===== src/rtl/if_id_stage.sv =====
// rtl/if_id_stage.sv - fetch / IF-ID register / decode front end of the 16-bit CPU
//
// Ports:
//   clk, reset_n            clock (rising edge), asynchronous active-low reset
//   stall                   downstream hold: IF/ID keeps its contents
//   redirect, redirect_pc   flush and restart fetch at redirect_pc (beats stall)
//   imem_req, imem_addr     single outstanding fetch request, stable until imem_ready
//   imem_rdata, imem_ready  returned instruction word and completion strobe
//   id_valid, id_inst,      IF/ID register: live flag, instruction, its address + 1
//   id_pc_plus1
//   rs, rt, rd, opcode,     combinational decode of id_inst
//   funct, imm_sext, jaddr,
//   reg_write, illegal
module if_id_stage #(
    parameter int                  inst_SIZE = 16,
    parameter int                  PC_SIZE   = 13,
    parameter logic [PC_SIZE-1:0]  RESET_PC  = '0
) (
    input  logic                  clk,
    input  logic                  reset_n,
    input  logic                  stall,
    input  logic                  redirect,
    input  logic [PC_SIZE-1:0]    redirect_pc,
    output logic                  imem_req,
    output logic [PC_SIZE-1:0]    imem_addr,
    input  logic [inst_SIZE-1:0]  imem_rdata,
    input  logic                  imem_ready,
    output logic                  id_valid,
    output logic [inst_SIZE-1:0]  id_inst,
    output logic [PC_SIZE-1:0]    id_pc_plus1,
    output logic [2:0]            rs,
    output logic [2:0]            rt,
    output logic [2:0]            rd,
    output logic [3:0]            opcode,
    output logic [2:0]            funct,
    output logic [inst_SIZE-1:0]  imm_sext,
    output logic [11:0]           jaddr,
    output logic                  reg_write,
    output logic                  illegal
);

    typedef enum logic [1:0] {
        S_REQ   = 2'd0,
        S_HOLD  = 2'd1,
        S_DRAIN = 2'd2
    } state_t;

    localparam logic [PC_SIZE-1:0] PC_ONE = {{(PC_SIZE-1){1'b0}}, 1'b1};

    state_t                 state_q, state_d;
    logic [PC_SIZE-1:0]     pc_q, pc_d;
    logic [PC_SIZE-1:0]     drain_addr_q, drain_addr_d;
    logic                   id_valid_q, id_valid_d;
    logic [inst_SIZE-1:0]   id_inst_q, id_inst_d;
    logic [PC_SIZE-1:0]     id_pc1_q, id_pc1_d;
    logic [inst_SIZE-1:0]   pend_inst_q, pend_inst_d;
    logic [PC_SIZE-1:0]     pend_pc1_q, pend_pc1_d;

    logic                   req_active;
    logic [PC_SIZE-1:0]     pc_inc;

    // A request is on the bus in every state except S_HOLD; reset_n gates it
    // so nothing is requested while reset is held.
    assign req_active = (state_q != S_HOLD);
    assign imem_req   = reset_n & req_active;
    // While draining, the abandoned request keeps its address even though pc
    // already points at the redirect target.
    assign imem_addr  = (state_q == S_DRAIN) ? drain_addr_q : pc_q;
    assign pc_inc     = pc_q + PC_ONE;

    always_ff @(posedge clk or negedge reset_n) begin
        if (!reset_n) begin
            state_q      <= S_REQ;
            pc_q         <= RESET_PC;
            drain_addr_q <= '0;
            id_valid_q   <= 1'b0;
            id_inst_q    <= '0;
            id_pc1_q     <= '0;
            pend_inst_q  <= '0;
            pend_pc1_q   <= '0;
        end else begin
            state_q      <= state_d;
            pc_q         <= pc_d;
            drain_addr_q <= drain_addr_d;
            id_valid_q   <= id_valid_d;
            id_inst_q    <= id_inst_d;
            id_pc1_q     <= id_pc1_d;
            pend_inst_q  <= pend_inst_d;
            pend_pc1_q   <= pend_pc1_d;
        end
    end

    always_comb begin
        state_d      = state_q;
        pc_d         = pc_q;
        drain_addr_d = drain_addr_q;
        id_valid_d   = id_valid_q;
        id_inst_d    = id_inst_q;
        id_pc1_d     = id_pc1_q;
        pend_inst_d  = pend_inst_q;
        pend_pc1_d   = pend_pc1_q;

        if (redirect) begin
            pc_d        = redirect_pc;
            id_valid_d  = 1'b0;
            pend_inst_d = '0;
            pend_pc1_d  = '0;
            if (req_active && !imem_ready) begin
                // Outstanding fetch cannot be aborted: wait it out at the old
                // address. In S_DRAIN imem_addr already equals drain_addr_q.
                state_d      = S_DRAIN;
                drain_addr_d = imem_addr;
            end else begin
                state_d = S_REQ;
            end
        end else begin
            case (state_q)
                S_REQ: begin
                    if (imem_ready) begin
                        pc_d = pc_inc;
                        if (!stall) begin
                            id_valid_d = 1'b1;
                            id_inst_d  = imem_rdata;
                            id_pc1_d   = pc_inc;
                        end else begin
                            pend_inst_d = imem_rdata;
                            pend_pc1_d  = pc_inc;
                            state_d     = S_HOLD;
                        end
                    end else if (!stall) begin
                        id_valid_d = 1'b0;
                    end
                end
                S_HOLD: begin
                    if (!stall) begin
                        id_valid_d = 1'b1;
                        id_inst_d  = pend_inst_q;
                        id_pc1_d   = pend_pc1_q;
                        state_d    = S_REQ;
                    end
                end
                S_DRAIN: begin
                    if (!stall) begin
                        id_valid_d = 1'b0;
                    end
                    if (imem_ready) begin
                        state_d = S_REQ;
                    end
                end
                default: begin
                    state_d = S_REQ;
                end
            endcase
        end
    end

    assign id_valid    = id_valid_q;
    assign id_inst     = id_inst_q;
    assign id_pc_plus1 = id_pc1_q;

    assign opcode   = id_inst_q[15:12];
    assign rs       = id_inst_q[11:9];
    assign rt       = id_inst_q[8:6];
    assign funct    = id_inst_q[2:0];
    assign jaddr    = id_inst_q[11:0];
    assign imm_sext = {{(inst_SIZE-6){id_inst_q[5]}}, id_inst_q[5:0]};

    always_comb begin
        rd        = id_inst_q[5:3];
        reg_write = 1'b0;
        illegal   = 1'b0;
        case (opcode)
            4'b0000: reg_write = 1'b1;
            4'b0001, 4'b0010, 4'b0011, 4'b0100: begin
                rd        = id_inst_q[8:6];
                reg_write = 1'b1;
            end
            4'b0101, 4'b0110, 4'b0111, 4'b1000: reg_write = 1'b0;
            4'b1001: begin
                rd        = 3'd7;
                reg_write = 1'b1;
            end
            default: illegal = 1'b1;
        endcase
        reg_write = reg_write & id_valid_q;
        illegal   = illegal & id_valid_q;
    end

endmodule

===== config.mk =====
export PLATFORM = sky130hd
export DESIGN_NAME = if_id_stage
export DESIGN_NICKNAME = d
export VERILOG_FILES = /design/src/rtl/if_id_stage.sv
export SDC_FILE = /design/constraint.sdc
export NUM_CORES = 1
export LEC_CHECK = 0
export CORE_MARGIN = 2
export CORE_UTILIZATION = 44
export DETAILED_ROUTE_END_ITERATION = 16
export PLACE_DENSITY_LB_ADDON = 0.2
export SETUP_SLACK_MARGIN = 0.05
export SLEW_MARGIN = 20
export SYNTH_ARGS = -nofsm -noshare
export SYNTH_HDL_FRONTEND = slang
export SYNTH_SLANG_ARGS = --single-unit
export TNS_END_PERCENT = 100

===== constraint.sdc =====
create_clock -name clk -period 1.85 [get_ports clk]
set_clock_uncertainty 0.05 [all_clocks]
set_input_delay 0.2775 -clock clk [delete_from_list [all_inputs] [get_ports clk]]
set_output_delay 0.2775 -clock clk [all_outputs]
set_load 0.01 [all_outputs]

==> results <==
## final cells by class
class                   instances  area, um2  area share (%)
clock buffers                  11        141            2.05
well taps                     136        170            2.47
repair buffers                188       1930            27.9
inverters                       7       28.8           0.417
multi-input cells             319       2350            34.1
flip-flops and latches         87       2180            31.6
clock inverters                 5        104            1.50
## where the power goes
| group | leakage [nW] | total (W) | switching (W) | internal (W) |
|---|---|---|---|---|
| sequential | 1.12 | 0.00261 | 0.000313 | 0.00230 |
| combinational | 1.73 | 0.00336 | 0.00140 | 0.00196 |
| clock | 0.124 | 0.00164 | 0.000702 | 0.000938 |
## cells by family (layout without fill, tap and decap cells)
logic type | count (synthesis) | after routing | share of synthesized area, %
buffers and inverters | 83 | 211 | 10.6
adders and majority gates | 4 | 4 | 1.08
AOI/OAI and AO/OA | 100 | 102 | 12.7
muxes | 44 | 44 | 10.2
xor gates and xnor gates | 21 | 21 | 3.97
and+or+nand+nor | 148 | 148 | 14.4
DFF | 87 | 87 | 47.0
## flip-flops by register name, summed over array words and instances (netlist names)
register and count:
id_valid 1, state_q 2, pend_pc1_q 13, pc_q 13
pend_inst_q 16, drain_addr_q 13, id_inst 16, id_pc_plus1 13
## stage by stage
stage / TNS [ns] / total power (W) / utilization [%]
after global placement: -1.05 / 0.00549 / 57.2
final: -1.81 / 0.00761 / 67.2
after CTS: -1.88 / 0.00741 / 63.0
after global routing: -3.77 / 0.00800 / 67.2
after detailed placement: -1.94 / 0.00556 / 57.2
after floorplan: 0 / 0.00423 / -
## cell usage in the layout (no fill, tap or decap), types with 4 or more instances in the layout
cell / n
a211oi_2: 4
a21oi_1: 28
buf_12: 5
buf_2: 7
buf_4: 37
buf_6: 28
clkbuf_16: 5
clkbuf_8: 10
clkdlybuf4s50_1: 98
dfrtp_1: 85
inv_1: 5
mux2_2: 10
mux2_4: 16
mux2i_1: 18
nand2_1: 83
nand2_2: 4
nand2b_1: 4
nor2_1: 23
nor3_4: 4
nor4_4: 4
o21ai_0: 28
o21ai_1: 15
o221ai_2: 5
xnor2_1: 16
xor2_1: 4
## how the worst max path moves through the flow
stage / start / to / slack, ns / depth (start not counted)
3_3_place_gp: state_q[0] / imem_addr[5] / -0.08 / 5
3_5_place_dp: state_q[0] / imem_addr[11] / -0.12 / 5
6_report: state_q[0] / imem_addr[9] / -0.14 / 6
5_1_grt: state_q[0] / imem_addr[4] / -0.17 / 6
2_1_floorplan: state_q[0] / id_inst[5] / 0.06 / 9
4_1_cts: state_q[1] / imem_addr[3] / -0.14 / 5
## routing by layer
metal / GRT usage (%) / share of wire (%) / vias up / wire [um]
li1: - / - / 1875 / -
met1: 27.1 / 44 / 1905 / 5490
met2: 34.8 / 50 / 132 / 6270
met3: 2.86 / 4.9 / 16 / 620
met4: 7.33 / 1.4 / 0 / 172
met5: 0 / 0 / - / 0
## repair_timing
action | in CTS | in global routing
pin swaps | 11 | 24
setup buffers | 13 | 6
hold endpoints to repair | 24 | 0
hold buffers | 1 | 0
cloned | 2 | 10
resized for setup | 140 | 68
endpoints found under the setup margin | 67 | 149
==> flow_summary_export.csv <==
group,metric,value,unit
status,status,"finished, violations left",
status,violations,"negative setup slack",
route,vias,3928,
die,core,10300,um2
global_route,grt_pass1_wl,18500,um
route,wire_per_inst,16.7,um
timing,finalCritPeriodShare,107,%
synthesis,syn-num-nets,525,
die,num_rows,37,
place,place_inst,707,
synthesis,async_reset_ff_share,100,%
timing,rsz0062_at_grt,"true",
layout,layout-drive-gt1-share,28.5,%
place,io_buffers,123,
synthesis,synth_top_flop_cell,"dfrtp_1",
die,die_h,107,um
timing,holdWs,0.227,ns
synthesis,netlist_area,4630,um2
synthesis,synth_cell_types,40,
synthesis,synth_top_area_cell,"dfrtp_1",
setup_path,path_max_fanout,7,
run,cap_violations,0,
setup_path,slowest_delay,0.39,ns
setup_path,path_common_cell,"buf_6",
layout,layout.cells.non_filler,753,
layout,num_antenna_cells,0,
route,dr.first_iter.drc_count,210,
power_and_ir_drop,vdd_drop_max,0.566,mV
synthesis,synth-seq-area-share,47.0,%
route,drcViolationCount,0,
min_path,hold_path_depth,2,
route,detail-route-antenna-nets,0,
setup_path,r2r_cells,8,
setup_path,r2r_start,"state_q[1]",
synthesis,synth_edf_count,0,
setup_path,crit_path_start_kind,"register",
global_route,antenna_found_initial,0,
synthesis,syn_area_per_cell,9.51,um2
synthesis,synth_cells,487,
timing,timing.fmax,0.503,GHz
synthesis,ys_ff_latch,87,
global_route,gr-usage-all-layers,20.6,%
setup_path,regToRegSetupSlack,-0.07,ns
clock_tree,clk-insertion-delay-late,0.36,ns
power_and_ir_drop,power_leakage,2.97,nW
setup_path,crit_family,"buffers and inverters",
layout,fin_nets,650,
global_route,grt_pass1_vias,3618,
synthesis,synth.top_cell.area_share,47.0,%
power_and_ir_drop,pwr_density_cell,1100,nW/um2
clock_tree,cts_tree,"built",
min_path,min_path_type,"in -> reg",
synthesis,ys_top_cells_by_count,"nand2_1 (88), dfrtp_1 (87), buf_4 (43), o21ai_0 (42), a21oi_1 (28)",
die,io_pins,124,
clock_tree,cts_htree_levels,3,
layout,nFillCells,801,
setup_path,worstPathCellList,"inv_2 -> ha_4 -> buf_6 -> buf_12 -> mux2_4 -> buf_6",
synthesis,yosysMostFrequentCell,"nand2_1",
place,globalplace.congestion,0.757,
setup_path,r2r-end,"id_pc_plus1[7]",
timing,finalMaxSlewViolations,0,
clock_tree,cts_max_path_buffers,2,
timing,layout_min_cycle_time,1.99,ns
clock_tree,root_buffer,"clkbuf_8",
timing,finalSetupViolCount,31,
route,first_pass_iters,5,
setup_path,end_kind,"primary output",
place,dp_hpwl,7490,um
setup_path,crit_required,1.52,ns
setup_path,path_class,"reg -> out",
clock_tree,clk_pin_slew,0.09,ns
clock_tree,cts_buffers,9,
layout,syn_to_final_growth,49.1,%
route,wirelength,12500,um
min_path,holdPathEnd,"pend_pc1_q[0]",
clock_tree,clock-sinks,87,
setup_path,worstPathArrival,1.66,ns
die,start_util,45.0,%
global_route,grt_max_degree,64,
min_path,min_from,"redirect",
route,routed_via_density,5.22,
layout,fin_area,6900,um2
synthesis,synth_area_leaders,"dfrtp_1 (47%), nand2_1 (7.1%), buf_4 (7.0%)",
timing,slew_headroom,60.9,%
die,die_area,11400,um2
timing,worst_slew_pin_slew,0.587,ns
place,place_area,5880,um2
setup_path,cp_slowest_cell,"dfrtp_1",
setup_path,path_buf_inv,4,
synthesis,ys_warn_count,0,
die,fp.dieW,107,um
timing,final-hold-violation-count,0,
place,pre_cts_ws,-0.121,ns
global_route,gr-total-overflow,0,
timing,setup_slack,-0.138,ns
(Power assumes the default switching activity.)
